===== src/rtl/residue7_pkg.sv =====
// -----------------------------------------------------------------------------
// residue7_pkg
// Shared types and helpers for the chunk-serial mod-7 residue engine.
//   r7_state_t : engine FSM states (idle / running / result held)
//   RES_W      : width of a canonical mod-7 residue (0..6)
//   mod7_fold  : reduces a 5-bit partial sum (0..20) to its canonical residue
// -----------------------------------------------------------------------------
package residue7_pkg;

   typedef enum logic [1:0] {
      R7_IDLE,
      R7_RUN,
      R7_DONE
   } r7_state_t;

   localparam int RES_W = 3;

   // Since 8 == 1 (mod 7), the upper bits s[4:3] carry weight 1. Folding them
   // onto s[2:0] gives at most 3 + 7 = 10, so one conditional -7 is enough to
   // land in 0..6.
   function automatic logic [RES_W-1:0] mod7_fold(input logic [4:0] s);
      logic [3:0] f;
      // NOTE: function and always_comb bodies use blocking '=' so each line
      // sees the value computed on the line above; flops use '<=' only.
      f = {2'b00, s[4:3]} + {1'b0, s[2:0]};
      return (f >= 4'd7) ? RES_W'(f - 4'd7) : RES_W'(f);
   endfunction

endpackage


===== src/rtl/residue7_add3.sv =====
// -----------------------------------------------------------------------------
// residue7_add3
// Combinational canonical mod-7 sum of the running residue and two 3-bit
// operand digits.
// Ports:
//   acc  in  RES_W  running residue, always 0..6
//   a    in  RES_W  low digit of the current 6-bit chunk
//   b    in  RES_W  high digit of the current 6-bit chunk
//   sum  out RES_W  (acc + a + b) mod 7, always 0..6
// -----------------------------------------------------------------------------
module residue7_add3
   import residue7_pkg::*;
(
   input  logic [RES_W-1:0] acc,
   input  logic [RES_W-1:0] a,
   input  logic [RES_W-1:0] b,
   output logic [RES_W-1:0] sum
);

   // 6 + 7 + 7 = 20 fits in five bits.
   logic [4:0] s;

   assign s   = 5'(acc) + 5'(a) + 5'(b);
   assign sum = mod7_fold(s);

endmodule


===== src/rtl/residue7_serial.sv =====
// -----------------------------------------------------------------------------
// residue7_serial
// Chunk-serial mod-7 residue engine. Accepts a DATA_W-bit operand over
// valid/ready, consumes it six bits (two 3-bit digits) per cycle, and returns
// the canonical residue 0..6 over valid/ready. Relies on 2^3 == 1 (mod 7):
// the residue is the sum of the operand's 3-bit digits, mod 7.
//
// Optional feature, macro RES7_CHECK_EN:
//   defined   - in_expected is captured with the operand (reduced mod 7) and
//               out_err flags a mismatch while the result is presented.
//   undefined - in_expected is ignored and out_err is tied low.
//
// Parameters:
//   DATA_W  operand width, non-zero multiple of 6 (default 48)
// Ports:
//   clk          in   1       rising-edge clock
//   rst_n        in   1       asynchronous active-low reset
//   in_valid     in   1       operand valid
//   in_ready     out  1       engine can accept an operand (IDLE only)
//   in_data      in   DATA_W  operand, sampled only on the accept cycle
//   in_expected  in   3       expected residue (RES7_CHECK_EN only)
//   out_valid    out  1       result valid (DONE only)
//   out_ready    in   1       consumer accepts result
//   out_residue  out  3       in_data mod 7, always 0..6
//   out_err      out  1       residue mismatch flag (RES7_CHECK_EN only)
// -----------------------------------------------------------------------------
module residue7_serial
   import residue7_pkg::*;
#(
   parameter int DATA_W = 48
) (
   input  logic              clk,
   input  logic              rst_n,
   input  logic              in_valid,
   output logic              in_ready,
   input  logic [DATA_W-1:0] in_data,
   input  logic [2:0]        in_expected,
   output logic              out_valid,
   input  logic              out_ready,
   output logic [2:0]        out_residue,
   output logic              out_err
);

   localparam int STEPS = DATA_W / 6;
   localparam int CNT_W = (STEPS > 1) ? $clog2(STEPS) : 1;

   if ((DATA_W <= 0) || ((DATA_W % 6) != 0)) begin : g_bad_width
      $error("residue7_serial: DATA_W (%0d) must be a non-zero multiple of 6", DATA_W);
   end

   r7_state_t         state;
   r7_state_t         state_nxt;
   logic [CNT_W-1:0]  cnt;
   logic [DATA_W-1:0] op;
   logic [RES_W-1:0]  acc;
   logic [RES_W-1:0]  acc_nxt;
   logic              accept;
   logic              last_step;

   assign accept    = in_valid && (state == R7_IDLE);
   assign last_step = (state == R7_RUN) && (cnt == CNT_W'(STEPS - 1));

   // ---------------------------------------------------------------- FSM
   always_ff @(posedge clk or negedge rst_n) begin
      if (!rst_n) begin
         state <= R7_IDLE;
      end else begin
         state <= state_nxt;
      end
   end

   always_comb begin
      // NOTE: every output of this block gets a default before the case so
      // no path leaves a signal unassigned, which would infer a latch.
      state_nxt = state;
      in_ready  = 1'b0;
      out_valid = 1'b0;
      unique case (state)
         R7_IDLE: begin
            in_ready = 1'b1;
            if (in_valid) state_nxt = R7_RUN;
         end
         R7_RUN: begin
            if (last_step) state_nxt = R7_DONE;
         end
         R7_DONE: begin
            out_valid = 1'b1;
            if (out_ready) state_nxt = R7_IDLE;
         end
         default: state_nxt = R7_IDLE;
      endcase
   end

   // ------------------------------------------------------------ datapath
   residue7_add3 u_add3 (
      .acc (acc),
      .a   (op[2:0]),
      .b   (op[5:3]),
      .sum (acc_nxt)
   );

   always_ff @(posedge clk or negedge rst_n) begin
      if (!rst_n) begin
         acc <= '0;
         cnt <= '0;
      end else if (accept) begin
         acc <= '0;
         cnt <= '0;
      end else if (state == R7_RUN) begin
         acc <= acc_nxt;
         // The counter returns to zero together with the RUN -> DONE exit.
         cnt <= last_step ? '0 : cnt + 1'b1;
      end
   end

   // NOTE: op carries no reset: it is loaded on every accept before any
   // digit of it is consumed, so its power-up contents are never observed.
   always_ff @(posedge clk) begin
      if (accept) begin
         op <= in_data;
      end else if (state == R7_RUN) begin
         op <= op >> 6;
      end
   end

   // acc is frozen outside RUN, so the result holds while the consumer stalls.
   assign out_residue = acc;

`ifdef RES7_CHECK_EN
   logic [RES_W-1:0] exp_q;

   always_ff @(posedge clk or negedge rst_n) begin
      if (!rst_n) begin
         exp_q <= '0;
      end else if (accept) begin
         // 7 is the only 3-bit value outside canonical form.
         exp_q <= (in_expected == 3'd7) ? 3'd0 : in_expected;
      end
   end

   assign out_err = (state == R7_DONE) && (acc != exp_q);
`else
   logic unused_expected;

   assign unused_expected = ^in_expected;
   assign out_err         = 1'b0;
`endif

endmodule

===== config.mk =====
export PLATFORM = sky130hd
export DESIGN_NAME = residue7_serial
export DESIGN_NICKNAME = d
export VERILOG_FILES = /design/src/rtl/residue7_pkg.sv /design/src/rtl/residue7_add3.sv /design/src/rtl/residue7_serial.sv
export SDC_FILE = /design/constraint.sdc
export NUM_CORES = 1
export LEC_CHECK = 0
export ABC_AREA = 1
export BUFFER_PORTS_ARGS = -buffer_cell sky130_fd_sc_hd__buf_2
export CAP_MARGIN = 10
export CELL_PAD_IN_SITES_DETAIL_PLACEMENT = 0
export CELL_PAD_IN_SITES_GLOBAL_PLACEMENT = 1
export CORE_ASPECT_RATIO = 2
export CORE_MARGIN = 1
export CORE_UTILIZATION = 44
export DETAILED_ROUTE_END_ITERATION = 10
export PLACE_DENSITY = 0.81
export SETUP_SLACK_MARGIN = 0.4
export SYNTH_ARGS = -nofsm -noshare
export SYNTH_HDL_FRONTEND = slang
export SYNTH_SLANG_ARGS = --single-unit

===== constraint.sdc =====
create_clock -name clk -period 5.8 [get_ports clk]
set_input_delay 0.87 -clock clk [delete_from_list [all_inputs] [get_ports clk]]
set_output_delay 0.87 -clock clk [all_outputs]
set_load 0.02 [all_outputs]

==> flow_metrics.env, run 1 <==
export IMPL_drtPass1Iterations=4
export IMPL_dp_hpwl_mm=3.40
export IMPL_cp_end_kind="flip-flop"
export IMPL_grt_max_degree=52
export IMPL_synthCells=286
export IMPL_cts_setup_buffers=0
export IMPL_skew_ns=0.0109
export IMPL_drt_initial_drc_count=61
export IMPL_core_area_um2=6060
export IMPL_synth_top_flop_cell="edfxtp_1"
export IMPL_antenna_cells=0
export IMPL_vias_per_cell=4.64
export IMPL_rsz0062_at_grt="false"
export IMPL_drive_gt1_share_pct=20.6
export IMPL_first_global_vias=1925
export IMPL_dieArea_um2=6650
export IMPL_ys_ff_latch=56
export IMPL_clock_path_buffers=2
export IMPL_htreeDepth=2
export IMPL_vias=1967
export IMPL_synthesis_nets=355
export IMPL_hold_viol=0
export IMPL_antenna_found_initial=0
export IMPL_slew_headroom_pct=34.4
export IMPL_hp_class="in -> async"
export IMPL_dpl_cell_count=416
export IMPL_cts_clk_slew_worst_paths_ns=0.07
export IMPL_drc=0
export IMPL_overflow=0
export IMPL_clock_root_buffer="clkbuf_16"
export IMPL_fmax_ghz=0.297
export IMPL_ctsResizeCount=0
export IMPL_std_cell_rows=40
export IMPL_setup_tns_final_ns=0
export IMPL_synth_edf_count=48
export IMPL_maxCapViolations=0
export IMPL_finalMaxSlewViolations=0
export IMPL_wirelength_mm=4.86
export IMPL_setup_violations=0
export IMPL_drtAntennaViolNets=0
export IMPL_nets=408
export IMPL_critPathMaxFanout=3
export IMPL_worst_slew_pin_slew_ns=0.983
export IMPL_n_fill_cell=593
export IMPL_syn_area_per_cell_um2=9.70
export IMPL_cts_tree="yes"
export IMPL_critical_path_required_ns=5.98
export IMPL_ys_seq_area_share_pct=59.2
export IMPL_worstSetupPathType="reg -> reg"
export IMPL_place_gp_congestion=0.699
export IMPL_die_w_um=58.1
export IMPL_die_h_um=114
export IMPL_grt_util_all_layers_pct=16.1
export IMPL_grt_first_pass_wirelength_mm=8.03
export IMPL_syn_cell_area_um2=2770
export IMPL_startpoint_type="flip-flop"
export IMPL_ios=61
export IMPL_yosysUniqueCellTypes=23
export IMPL_numCtsBuffers=5
export IMPL_holdBufCountCts=0
export IMPL_yosysWarningCount=0
export IMPL_clock_latency_ns=0.29
export IMPL_synthArstFlopShare_pct=14.3
export IMPL_status="completed"
export IMPL_start_util_pct=45.8
export IMPL_io_buffers=56
export IMPL_post_drt_wl_per_cell_um=11.5
export IMPL_stdcell_count=424
export IMPL_cp_arrival_ns=3.54
export IMPL_synthToLayoutAreaGrowth_pct=16.1
export IMPL_period_share_pct=58.0
export IMPL_fin_crit_ns=3.36
export IMPL_cts_sinks=56
## worst max-delay path, stage by stage (launching register included)
cell      delay (ns)
edfxtp_1        0.41
ha_1            0.23
fa_1            0.53
inv_1           0.07
fa_1            0.40
inv_1           0.06
nand2_1         0.07
a21oi_1         0.23
inv_1           0.09
fa_1            0.58
inv_1           0.05
ha_1            0.21
nand3_1         0.10
nand3_1         0.08
nand3_1         0.09
nand2_1         0.05
## cells by family after synthesis
logic type / synth area share [%]
simple gates: 23.8
buf+inv: 6.72
flops: 59.2
fa+ha+maj: 7.13
xor+xnor: 0.632
other cells: 0.135
compound gates: 2.39
## routing by layer
metal  part of all wire, %  track usage, %  vias up
li1                      -               -     1013
met4                   1.6            6.19        0
met1                    38            16.6      900
met2                    56            30.7       48
met3                   3.8            3.05        6
met5                     0               0        -
## state kept, by name (all words and copies together), names as in the netlist
name / flops
op: 48
cnt: 3
out_residue: 3
state: 2
## area by class of cell
type	instances	area [um^2]	share of cell area, %
sequential	56	1640	51.0
multi-input combinational	194	946	29.4
timing repair buffer	56	280	8.70
clock buffer	5	125	3.88
tap	84	105	3.26
inverter	26	103	3.18
clock inverter	3	21.3	0.660
## synth_stat cells, types with 3 or more instances
library cell | instances | area [um^2]
dfrtp_1 | 8 | 200
fa_1 | 3 | 60.1
buf_2 | 4 | 20.0
nand2_1 | 146 | 548
a21oi_1 | 4 | 20.0
ha_1 | 11 | 138
edfxtp_1 | 48 | 1440
nor2_1 | 9 | 33.8
inv_1 | 24 | 90.1
buf_6 | 5 | 56.3
nand3_1 | 9 | 45.0
## worst paths after layout
| kind | slack [ns] | depth (start not counted) | to | from |
|---|---|---|---|---|
| min in group clk | 0.51 | 2 | op[16]$_DFFE_PP_ | op[22]$_DFFE_PP_ |
| hold reg to reg | 0.51 | 2 | op[16]$_DFFE_PP_ | op[22]$_DFFE_PP_ |
| hold / removal | 0.41 | 1 | cnt[1]$_DFFE_PN0P_ | rst_n |
| max in group asynchronous | 5.21 | 1 | out_residue[2]$_DFFE_PN0P_ | rst_n |
| setup / recovery | 2.44 | 15 | out_residue[0]$_DFFE_PN0P_ | op[0]$_DFFE_PP_ |
| setup reg to reg | 2.44 | 15 | out_residue[0]$_DFFE_PN0P_ | op[0]$_DFFE_PP_ |
## layout by cell type, fill, tap and decap left out, types with 3 or more instances in the layout
master / instances
ha_1: 11
nor2_1: 9
buf_2: 56
clkbuf_16: 5
nand3_1: 9
a21oi_1: 4
dfrtp_1: 8
edfxtp_1: 48
fa_1: 3
nand2_1: 146
inv_1: 23
## through the flow
step | util, % | instance area [um^2] | setup WS, ns | hold WS (ns)
floorplan | - | 2770 | 2.60 | 0.470
global placement | 50.8 | 3080 | 2.41 | 0.482
detailed placement | 50.8 | 3080 | 2.39 | 0.506
CTS | 53.2 | 3220 | 2.36 | 0.412
global route | 53.2 | 3220 | 2.15 | 0.420
finish | 53.2 | 3220 | 2.44 | 0.407
Power of run 1 is not shown: default switching activity piles up to over one toggle a cycle in this logic, so the estimate is an artifact.
==> inputs of run 2 (changes only) <==
CORE_UTILIZATION = 41   (was 44)
PLACE_DENSITY = 0.76   (was 0.81)
clock period = 3.3 ns   (was 5.8 ns; I/O delays follow)
==> run 2 against run 1 <==
Against the previous run:
- cell area rose by 4.1%
- die area up 7.1%
- routed wire length increased by 5.6%
- worst setup slack lost 2.4 ns
- count of clock-buffer cells in the layout grew 1
- clock skew is 0.0038 ns lower
- critical path depth grew 2
- via count grew 1.3%
- global-route usage is 0.20 points lower
- critical path type unchanged
- critical endpoint is now out_residue[1]$_DFFE_PN0P_
- largest cell class unchanged
==> flow_metrics.env, run 2 (synthesis results as in run 1) <==
export IMPL_place_gp_congestion=0.702
export IMPL_dieArea_um2=7120
export IMPL_slew_headroom_pct=62.8
export IMPL_setup_violations=0
export IMPL_rsz0062_at_grt="true"
export IMPL_status="completed"
export IMPL_fin_crit_ns=3.26
export IMPL_numCtsBuffers=5
export IMPL_die_h_um=118
export IMPL_n_fill_cell=636
export IMPL_antenna_found_initial=0
export IMPL_die_w_um=60.2
export IMPL_post_drt_wl_per_cell_um=11.9
export IMPL_drtPass1Iterations=4
export IMPL_finalMaxSlewViolations=0
export IMPL_antenna_cells=0
export IMPL_clock_path_buffers=2
export IMPL_overflow=0
export IMPL_cp_arrival_ns=3.44
export IMPL_dr_max_layer_used="met4"
export IMPL_worst_slew_pin_slew_ns=0.557
export IMPL_first_global_vias=1934
export IMPL_grt_first_pass_wirelength_mm=8.34
export IMPL_largest_register="op"
export IMPL_vias_per_cell=4.60
export IMPL_period_share_pct=98.7
export IMPL_multi_input_comb_area_um2=1000
export IMPL_fmax_ghz=0.307
export IMPL_critical_path_required_ns=3.48
export IMPL_route_met2_wl_mm=2.72
export IMPL_core_area_um2=6570
export IMPL_r2r_start="out_residue[0]$_DFFE_PN0P_"
export IMPL_reg2reg_to="out_residue[1]$_DFFE_PN0P_"
export IMPL_vias=1992
export IMPL_cts_tree="yes"
export IMPL_reg2reg_slack_ns=0.04
export IMPL_drc=0
export IMPL_io_buffers=56
export IMPL_cp_end_kind="flip-flop"
export IMPL_drt_initial_drc_count=80
export IMPL_clock_latency_ns=0.30
export IMPL_cts_clk_slew_worst_paths_ns=0.07
export IMPL_max_stage_delay_ns=0.55
export IMPL_drive_gt1_share_pct=25.5
export IMPL_skew_ns=0.00712
export IMPL_clock_root_buffer="clkbuf_16"
export IMPL_dp_hpwl_mm=3.41
export IMPL_grt_max_degree=52
export IMPL_hold_viol=0
export IMPL_maxCapViolations=0
export IMPL_critPathMaxFanout=3
export IMPL_register_area_um2=1640
export IMPL_htreeDepth=2
export IMPL_hp_class="in -> async"
export IMPL_utilization_pct=51.1
export IMPL_r2r_cells=17
export IMPL_drt_met1_wl_mm=2.08
export IMPL_cts_sinks=56
export IMPL_largest_reg_flops=48
export IMPL_wirelength_mm=5.14
export IMPL_grt_util_all_layers_pct=15.9
export IMPL_start_util_pct=42.2
export IMPL_cp_slowest_cell="fa_2"
export IMPL_nets=413
export IMPL_wl_met3_um=185
export IMPL_worstSetupPathType="reg -> reg"
export IMPL_std_cell_rows=42
export IMPL_layout_cells_most_common="nand2_1"
export IMPL_holdBufCountCts=0
export IMPL_ios=61
export IMPL_startpoint_type="flip-flop"
export IMPL_drtAntennaViolNets=0
export IMPL_final_cell_mix="nand2_1 (143), buf_2 (56), edfxtp_1 (48), inv_1 (22), nor2_1 (9)"
export IMPL_cp_cell_sequence="ha_4 -> fa_2 -> ha_4 -> a21oi_2 -> nor2_1 -> nor2_1 -> xor2_1 -> ha_2 -> inv_2 -> fa_1 -> inv_1 -> ha_2 -> nand2_2 -> nand2_2 -> nand3_1 -> nand3_1 -> nand2_1"
export IMPL_synthToLayoutAreaGrowth_pct=20.9
run 2: routing by layer:
metal  vias to the layer above  GRT usage [%]
met1                       908           17.5
met3                        11           3.17
met4                         0           7.99
met5                         -              0
met2                        50           27.5
li1                       1023              -
run 2: final cells by class:
type | instances | share of cell area, %
tap | 88 | 3.28
inverter | 26 | 3.06
clock buffer | 6 | 3.84
timing repair buffer | 61 | 9.85
multi-input combinational | 194 | 29.8
sequential | 56 | 49.0
clock inverter | 2 | 1.16
run 2: worst max path at each step:
| stage | startpoint | endpoint | slack (ns) | cells after the start |
|---|---|---|---|---|
| global placement | op[0]$_DFFE_PP_ | out_residue[1]$_DFFE_PN0P_ | 0.06 | 16 |
| finish | out_residue[0]$_DFFE_PN0P_ | out_residue[1]$_DFFE_PN0P_ | 0.04 | 17 |
| detailed placement | out_residue[0]$_DFFE_PN0P_ | out_residue[1]$_DFFE_PN0P_ | 0.04 | 15 |
| CTS | out_residue[0]$_DFFE_PN0P_ | out_residue[1]$_DFFE_PN0P_ | 0.05 | 17 |
| floorplan | out_residue[0]$_DFFE_PN0P_ | out_residue[1]$_DFFE_PN0P_ | 0.18 | 16 |
| global route | out_residue[0]$_DFFE_PN0P_ | out_residue[1]$_DFFE_PN0P_ | -0.11 | 18 |
run 2: critical path: cells and delay by family, from the launching register on:
family / cells / cell delay, ns
buffers and inverters: 2 / 0.12
XOR/XNOR: 1 / 0.18
AO/OA/AOI/OAI: 1 / 0.12
AND/OR/NAND/NOR: 7 / 0.49
adder cells (fa/ha/maj): 6 / 1.80
flip-flops: 1 / 0.43
run 2: timing repair:
| action | in CTS | in global routing |
|---|---|---|
| cloned | 0 | 0 |
| endpoints found under the hold margin | 0 | 0 |
| pin swaps | 1 | 2 |
| endpoints found under the setup margin | 3 | 3 |
| gates resized for setup | 3 | 5 |
| buffers inserted | 3 | 1 |
run 2: metrics by stage:
| stage | worst slack [ns] | setup TNS, ns | cells | hold slack (ns) | area, um^2 |
|---|---|---|---|---|---|
| 2_1_floorplan | 0.185 | 0 | 286 | 0.199 | 2800 |
| 3_3_place_gp | 0.0625 | 0 | 421 | 0.346 | 3120 |
| 3_5_place_dp | 0.0425 | 0 | 421 | 0.351 | 3120 |
| 4_1_cts | 0.0536 | 0 | 432 | 0.0345 | 3320 |
| 5_1_grt | -0.107 | -0.200 | 433 | 0.0456 | 3350 |
| 6_report | 0.0440 | 0 | 433 | 0.0349 | 3350 |
Power of run 2 is left out for the same reason.
